### config.mk
export PLATFORM = sky130hd
export DESIGN_NAME = ss2_bus_arbiter
export DESIGN_NICKNAME = d
export VERILOG_FILES = /design/src/rtl/ss2_bus_arbiter_pkg.sv /design/src/rtl/ss2_rr_pick2.sv /design/src/rtl/ss2_bus_arbiter.sv
export SDC_FILE = /design/constraint.sdc
export NUM_CORES = 1
export LEC_CHECK = 0
export BUFFER_PORTS_ARGS = -buffer_cell sky130_fd_sc_hd__buf_2
export CAP_MARGIN = 15
export CORE_ASPECT_RATIO = 1.5
export CORE_UTILIZATION = 42
export DETAILED_ROUTE_END_ITERATION = 10
export PLACE_DENSITY = 0.83
export REMOVE_ABC_BUFFERS = 1
export SLEW_MARGIN = 20
export SYNTH_ARGS = -nofsm -noshare
export SYNTH_HDL_FRONTEND = slang
export SYNTH_SLANG_ARGS = --single-unit
### constraint.sdc
create_clock -name clk -period 1.67 [get_ports clk]
set_clock_uncertainty 0.15 [all_clocks]
set_input_delay 0.2505 -clock clk [delete_from_list [all_inputs] [get_ports clk]]
set_output_delay 0.2505 -clock clk [all_outputs]
set_load 0.02 [all_outputs]
### src/rtl/ss2_bus_arbiter_pkg.sv
// rtl/ss2_bus_arbiter_pkg.sv - shared state encoding and counter sizing for the register bus arbiter
package ss2_bus_arbiter_pkg;

  typedef enum logic [2:0] {
    ST_IDLE   = 3'd0,
    ST_SETUP  = 3'd1,
    ST_STROBE = 3'd2,
    ST_HOLD   = 3'd3,
    ST_ACK    = 3'd4
  } state_e;

  // The phase counter holds cycles-1, so max_cycles-1 must fit; never narrower than one bit.
  function automatic int cnt_width(input int max_cycles);
    return (max_cycles < 2) ? 1 : $clog2(max_cycles);
  endfunction

endpackage

### src/rtl/ss2_rr_pick2.sv
// rtl/ss2_rr_pick2.sv - combinational two-way round-robin picker
module ss2_rr_pick2 (
  input  logic [1:0] req,
  input  logic       last,
  output logic       grant,
  output logic       valid
);

  always_comb begin
    valid = |req;
    // Under contention the master that was not served last wins.
    if (&req) grant = ~last;
    else      grant = req[1];
  end

endmodule

### src/rtl/ss2_bus_arbiter.sv
// rtl/ss2_bus_arbiter.sv - two-master arbiter and cen/rdn/wrn strobe sequencer for the target register bus
module ss2_bus_arbiter
  import ss2_bus_arbiter_pkg::*;
#(
  parameter int pADDR_WIDTH    = 32,
  parameter int pDATA_WIDTH    = 8,
  parameter int pSETUP_CYCLES  = 1,
  parameter int pSTROBE_CYCLES = 2
) (
  input  logic                   clk,
  input  logic                   resetn,
  input  logic                   m0_req,
  input  logic                   m0_we,
  input  logic [pADDR_WIDTH-1:0] m0_addr,
  input  logic [pDATA_WIDTH-1:0] m0_wdata,
  output logic                   m0_ack,
  output logic [pDATA_WIDTH-1:0] m0_rdata,
  input  logic                   m1_req,
  input  logic                   m1_we,
  input  logic [pADDR_WIDTH-1:0] m1_addr,
  input  logic [pDATA_WIDTH-1:0] m1_wdata,
  output logic                   m1_ack,
  output logic [pDATA_WIDTH-1:0] m1_rdata,
  output logic [pADDR_WIDTH-1:0] bus_addr,
  output logic [pDATA_WIDTH-1:0] bus_wdata,
  input  logic [pDATA_WIDTH-1:0] bus_rdata,
  output logic                   bus_cen,
  output logic                   bus_rdn,
  output logic                   bus_wrn,
  output logic                   busy
);

  localparam int MAX_CYC = (pSETUP_CYCLES > pSTROBE_CYCLES) ? pSETUP_CYCLES : pSTROBE_CYCLES;
  localparam int CNT_W   = cnt_width(MAX_CYC);
  localparam logic [CNT_W-1:0] SETUP_LOAD  = CNT_W'(pSETUP_CYCLES - 1);
  localparam logic [CNT_W-1:0] STROBE_LOAD = CNT_W'(pSTROBE_CYCLES - 1);
  localparam logic [CNT_W-1:0] CNT_ONE     = CNT_W'(1);

  generate
    if (pSETUP_CYCLES < 1 || pSTROBE_CYCLES < 1) begin : g_bad_cfg
      $fatal(1, "ss2_bus_arbiter: pSETUP_CYCLES and pSTROBE_CYCLES must both be >= 1");
    end
  endgenerate

  state_e                   state_q, state_d;
  logic [CNT_W-1:0]         cnt_q, cnt_d;
  logic                     last_q, last_d;
  logic                     win_q, win_d;
  logic                     we_q, we_d;
  logic [pADDR_WIDTH-1:0]   addr_q, addr_d;
  logic [pDATA_WIDTH-1:0]   wdata_q, wdata_d;
  logic [pDATA_WIDTH-1:0]   cap_q, cap_d;
  logic [pDATA_WIDTH-1:0]   rd0_q, rd0_d;
  logic [pDATA_WIDTH-1:0]   rd1_q, rd1_d;
  logic                     ack0_q, ack0_d;
  logic                     ack1_q, ack1_d;
  logic                     cen_q, cen_d;
  logic                     rdn_q, rdn_d;
  logic                     wrn_q, wrn_d;
  logic                     busy_q, busy_d;
  logic                     pick_grant, pick_valid;

  ss2_rr_pick2 u_pick (
    .req   ({m1_req, m0_req}),
    .last  (last_q),
    .grant (pick_grant),
    .valid (pick_valid)
  );

  always_comb begin
    state_d = state_q;
    cnt_d   = cnt_q;
    last_d  = last_q;
    win_d   = win_q;
    we_d    = we_q;
    addr_d  = addr_q;
    wdata_d = wdata_q;
    cap_d   = cap_q;
    rd0_d   = rd0_q;
    rd1_d   = rd1_q;
    ack0_d  = 1'b0;
    ack1_d  = 1'b0;

    case (state_q)
      ST_IDLE: begin
        if (pick_valid) begin
          win_d   = pick_grant;
          we_d    = pick_grant ? m1_we    : m0_we;
          addr_d  = pick_grant ? m1_addr  : m0_addr;
          wdata_d = pick_grant ? m1_wdata : m0_wdata;
          state_d = ST_SETUP;
          cnt_d   = SETUP_LOAD;
        end
      end
      ST_SETUP: begin
        if (cnt_q == '0) begin
          state_d = ST_STROBE;
          cnt_d   = STROBE_LOAD;
        end else begin
          cnt_d = cnt_q - CNT_ONE;
        end
      end
      ST_STROBE: begin
        if (cnt_q == '0) begin
          // Edge closing the last strobe cycle: target data is settled here.
          cap_d   = bus_rdata;
          state_d = ST_HOLD;
          cnt_d   = '0;
        end else begin
          cnt_d = cnt_q - CNT_ONE;
        end
      end
      ST_HOLD: begin
        state_d = ST_ACK;
        cnt_d   = '0;
        last_d  = win_q;
        if (win_q) ack1_d = 1'b1;
        else       ack0_d = 1'b1;
        if (!we_q) begin
          if (win_q) rd1_d = cap_q;
          else       rd0_d = cap_q;
        end
      end
      ST_ACK: begin
        state_d = ST_IDLE;
        cnt_d   = '0;
      end
      default: begin
        state_d = ST_IDLE;
        cnt_d   = '0;
      end
    endcase

    // Strobes are decoded from the next state so they leave the flops glitch-free.
    cen_d  = !(state_d == ST_SETUP || state_d == ST_STROBE || state_d == ST_HOLD);
    rdn_d  = !(state_d == ST_STROBE && !we_d);
    wrn_d  = !(state_d == ST_STROBE && we_d);
    busy_d = (state_d != ST_IDLE);
  end

  always_ff @(posedge clk or negedge resetn) begin
    if (!resetn) begin
      state_q <= ST_IDLE;
      cnt_q   <= '0;
      last_q  <= 1'b1;
      win_q   <= 1'b0;
      we_q    <= 1'b0;
      addr_q  <= '0;
      wdata_q <= '0;
      cap_q   <= '0;
      rd0_q   <= '0;
      rd1_q   <= '0;
      ack0_q  <= 1'b0;
      ack1_q  <= 1'b0;
      cen_q   <= 1'b1;
      rdn_q   <= 1'b1;
      wrn_q   <= 1'b1;
      busy_q  <= 1'b0;
    end else begin
      state_q <= state_d;
      cnt_q   <= cnt_d;
      last_q  <= last_d;
      win_q   <= win_d;
      we_q    <= we_d;
      addr_q  <= addr_d;
      wdata_q <= wdata_d;
      cap_q   <= cap_d;
      rd0_q   <= rd0_d;
      rd1_q   <= rd1_d;
      ack0_q  <= ack0_d;
      ack1_q  <= ack1_d;
      cen_q   <= cen_d;
      rdn_q   <= rdn_d;
      wrn_q   <= wrn_d;
      busy_q  <= busy_d;
    end
  end

  assign m0_ack    = ack0_q;
  assign m1_ack    = ack1_q;
  assign m0_rdata  = rd0_q;
  assign m1_rdata  = rd1_q;
  assign bus_addr  = addr_q;
  assign bus_wdata = wdata_q;
  assign bus_cen   = cen_q;
  assign bus_rdn   = rdn_q;
  assign bus_wrn   = wrn_q;
  assign busy      = busy_q;

endmodule

==> qor.txt <==
===============================================================================================
Run status                                                                         finished clean
NumNets Final                                                                               504
Aggregate negative setup slack                                                             0 ns
Count of warnings emitted by yosys                                                            0
Filler instances                                                                            618
Area used by multi-input combinational logic                                           1290 µm²
Mean instance size in the synthesized netlist                                          13.9 µm²
Layout cell share with drive strength beyond 1                                            0.554
Post-synth EDFFs                                                                              0
Overall track demand over capacity in global routing                                      0.208
Share of flip-flops with an asynchronous set or reset after synthesis                      1.00
Number of standard-cell rows in the floorplan                                                39
Final cycle utilization of the critical path                                              0.985
Most used cells in the layout excluding fill and tap cells                         buf_2 (154), dfrtp_1 (72), a21o_1 (42)
Average detailed-routed wire length per instance                                        16.6 µm
Transition time of the tightest slew-check pin                                         0.372 ns
Ant diodes                                                                                    0
PortBufs                                                                                    155
Power density of the placed cells                                                   2080 nW/µm²
Cts bufs inserted                                                                             9
Final period demand of the worst path                                                   1.64 ns
Final RePlAce weighted congestion                                                         0.765
Standard cell core area                                                                7610 µm²
1st-pass router iterations                                                                    4
Most common flop cell mapped by yosys                                                   dfrtp_1
Synthesis-to-finish area growth                                                           45.4%
DRT iter0 DRCs                                                                              143
Count of state elements after synthesis                                                      77
DRC violation count after routing                                                             0
Final instance count without filler cells                                                   517
Maximum net fanout on the critical path                                                      20
Die height                                                                               110 µm
Leftover overflow at the end of global routing                                                0
Max frequency                                                                         0.608 GHz
Final Hold Fails                                                                              0
Clock input transition at the sequential cells of the worst setup and hold paths        0.06 ns
ANT nets after route                                                                          0
Maximum number of pins on one net before global-route repair                                 43
Clk_lat worst skew                                                                      0.33 ns
Vias after detailed routing                                                                2736
Worst hold-check slack                                                                0.0151 ns
Total length of routed wires                                                            8.57 mm
HPWL reported at the end of detailed placement                                          5.70 mm
Maximum VDD drop                                                                         983 µV
Wire length of the first global-routing pass                                            12.9 mm
Critical path type                                                                 flop to flop
Die span in x                                                                           74.3 µm
CP arrival                                                                              1.71 ns
Min-Delay Path Class                                                               input port to flop
CTS H-tree depth                                                                              3
Sequential cell area                                                                   1930 µm²
Unrepaired setup endpoints after global routing                                             yes
Number of global-route vias before repair                                                  2788
TritonCTS Sinks                                                                              77
Leakage power total                                                                     2.32 nW
Critical Path Source Type                                                                  flop
Required time worst endpoint                                                            1.73 ns
Maximum buffer depth of the clock tree                                                        2
Synth Instances                                                                             236
TritonCTS clock tree                                                                      built
Number of antenna violations at the first check in global routing                             0
Core Util, Final                                                                          0.629
Commonest non-fill, non-tap cell in the layout                                            buf_2
Count of pins over their slew limit                                                           0
Max-slew headroom                                                                         0.752
Combined area of all synthesized cells                                                 3290 µm²
Setup violation total in the final timing report                                              0
Max-cap viol count                                                                            0
Number of different library cells in the post-synthesis netlist                              28
Register area share after synthesis                                                       0.587
Vias per std cell                                                                          5.29
Clk Tree Root Cell                                                                    clkbuf_16
Initial Utilization                                                                       0.432
Total placed cells including tap cells                                                      489
Die footprint                                                                          8200 µm²
Boundary Pins                                                                               156
Kind of end point of the critical path                                                     flop
===============================================================================================
==> cell usage after synthesis, types with 2 or more instances <==
library cell   n  area share
o21a_1         2      0.0046
nor3_1         2      0.0030
clkbuf_1       9       0.010
a21o_1        42       0.096
dfstp_2        4       0.032
nand2_1        3      0.0034
o221a_1       40        0.14
inv_1          2      0.0023
a21oi_1        3      0.0046
buf_2         11       0.017
nand2b_1       3      0.0057
nor3_4         2      0.0099
nand3b_1       3      0.0068
mux2_2        24       0.082
dfrtp_1       73        0.55
==> worst paths after layout <==
kind / startpoint / end / depth (start not counted) / slack, ns
worst max-delay path: state_q[0] / bus_addr[25] / 5 / 0.03
worst min-delay path: bus_rdata[6] / cap_q[6] / 2 / 0.02
worst max register to register: state_q[0] / bus_addr[25] / 5 / 0.03
worst min register to register: m1_rdata[3] / m1_rdata[3] / 1 / 0.35
max in group asynchronous: resetn / last_q / 3 / 0.57
min in group asynchronous: resetn / busy / 2 / 0.24
==> timing repair <==
action / CTS / global route
endpoints found under the setup margin: 8 / 40
gates resized for setup: 2 / 7
endpoints found under the hold margin: 33 / 0
cloned: 0 / 3
setup buffers: 0 / 2
hold buffers: 7 / 0
==> where the power goes <==
part	switching (W)	total, W	internal, W
combinational	0.00244	0.00474	0.00230
clock	0.000766	0.00182	0.00106
sequential	0.000576	0.00339	0.00281
==> per-layer routing <==
metal	vias up	GRT usage	routed length (µm)
li1	1259	-	-
met1	1349	0.258	3580
met2	120	0.350	4460
met3	8	0.0383	417
met4	0	0.0780	107
met5	-	0	0
==> worst max-delay path, cell delays in order (launching register included) <==
cell and delay [ns]:
dfrtp_2 0.46, nor3_4 0.22, buf_12 0.15, nand3_4 0.10, clkbuf_16 0.21, o221a_1 0.24
==> logic make-up (layout without fill, tap and decap cells) <==
logic type | Yosys count | after routing | share of synthesized area
multiplexers | 25 | 25 | 0.0851
AO/OA/AOI/OAI | 91 | 91 | 0.252
XOR/XNOR | 1 | 1 | 0.00266
buffers and inverters | 22 | 201 | 0.0293
AND/OR/NAND/NOR | 20 | 20 | 0.0445
flip-flops | 77 | 77 | 0.587
==> area by class of cell <==
type	count	area share
Clock buffer	10	0.0499
Clock inverter	6	0.00967
Inverter	2	0.00157
Multi-Input combinational cell	137	0.270
Sequential cell	77	0.404
Tap cell	102	0.0267
Timing Repair Buffer	183	0.238
==> metrics by stage <==
step                area [µm²]  total power (W)  worst slack [ns]
finish                    4790          0.00995            0.0254
global route              4790           0.0106           -0.0633
CTS                       4660          0.00971            0.0321
detailed placement        4290          0.00784           -0.0441
global placement          4290          0.00766            0.0745
floorplan                 3200          0.00617             -1.48
==> registers in the layout, summed over array words and instances, names as in the netlist <==
name,cells
bus_addr,32
bus_wdata,8
cap_q,8
m0_rdata,8
m1_rdata,8
state_q,3
bus_cen,1
bus_rdn,1
bus_wrn,1
busy,1
cnt_q,1
last_q,1
m0_ack,1
m1_ack,1
we_q,1
win_q,1
(Power assumes the default switching activity.)
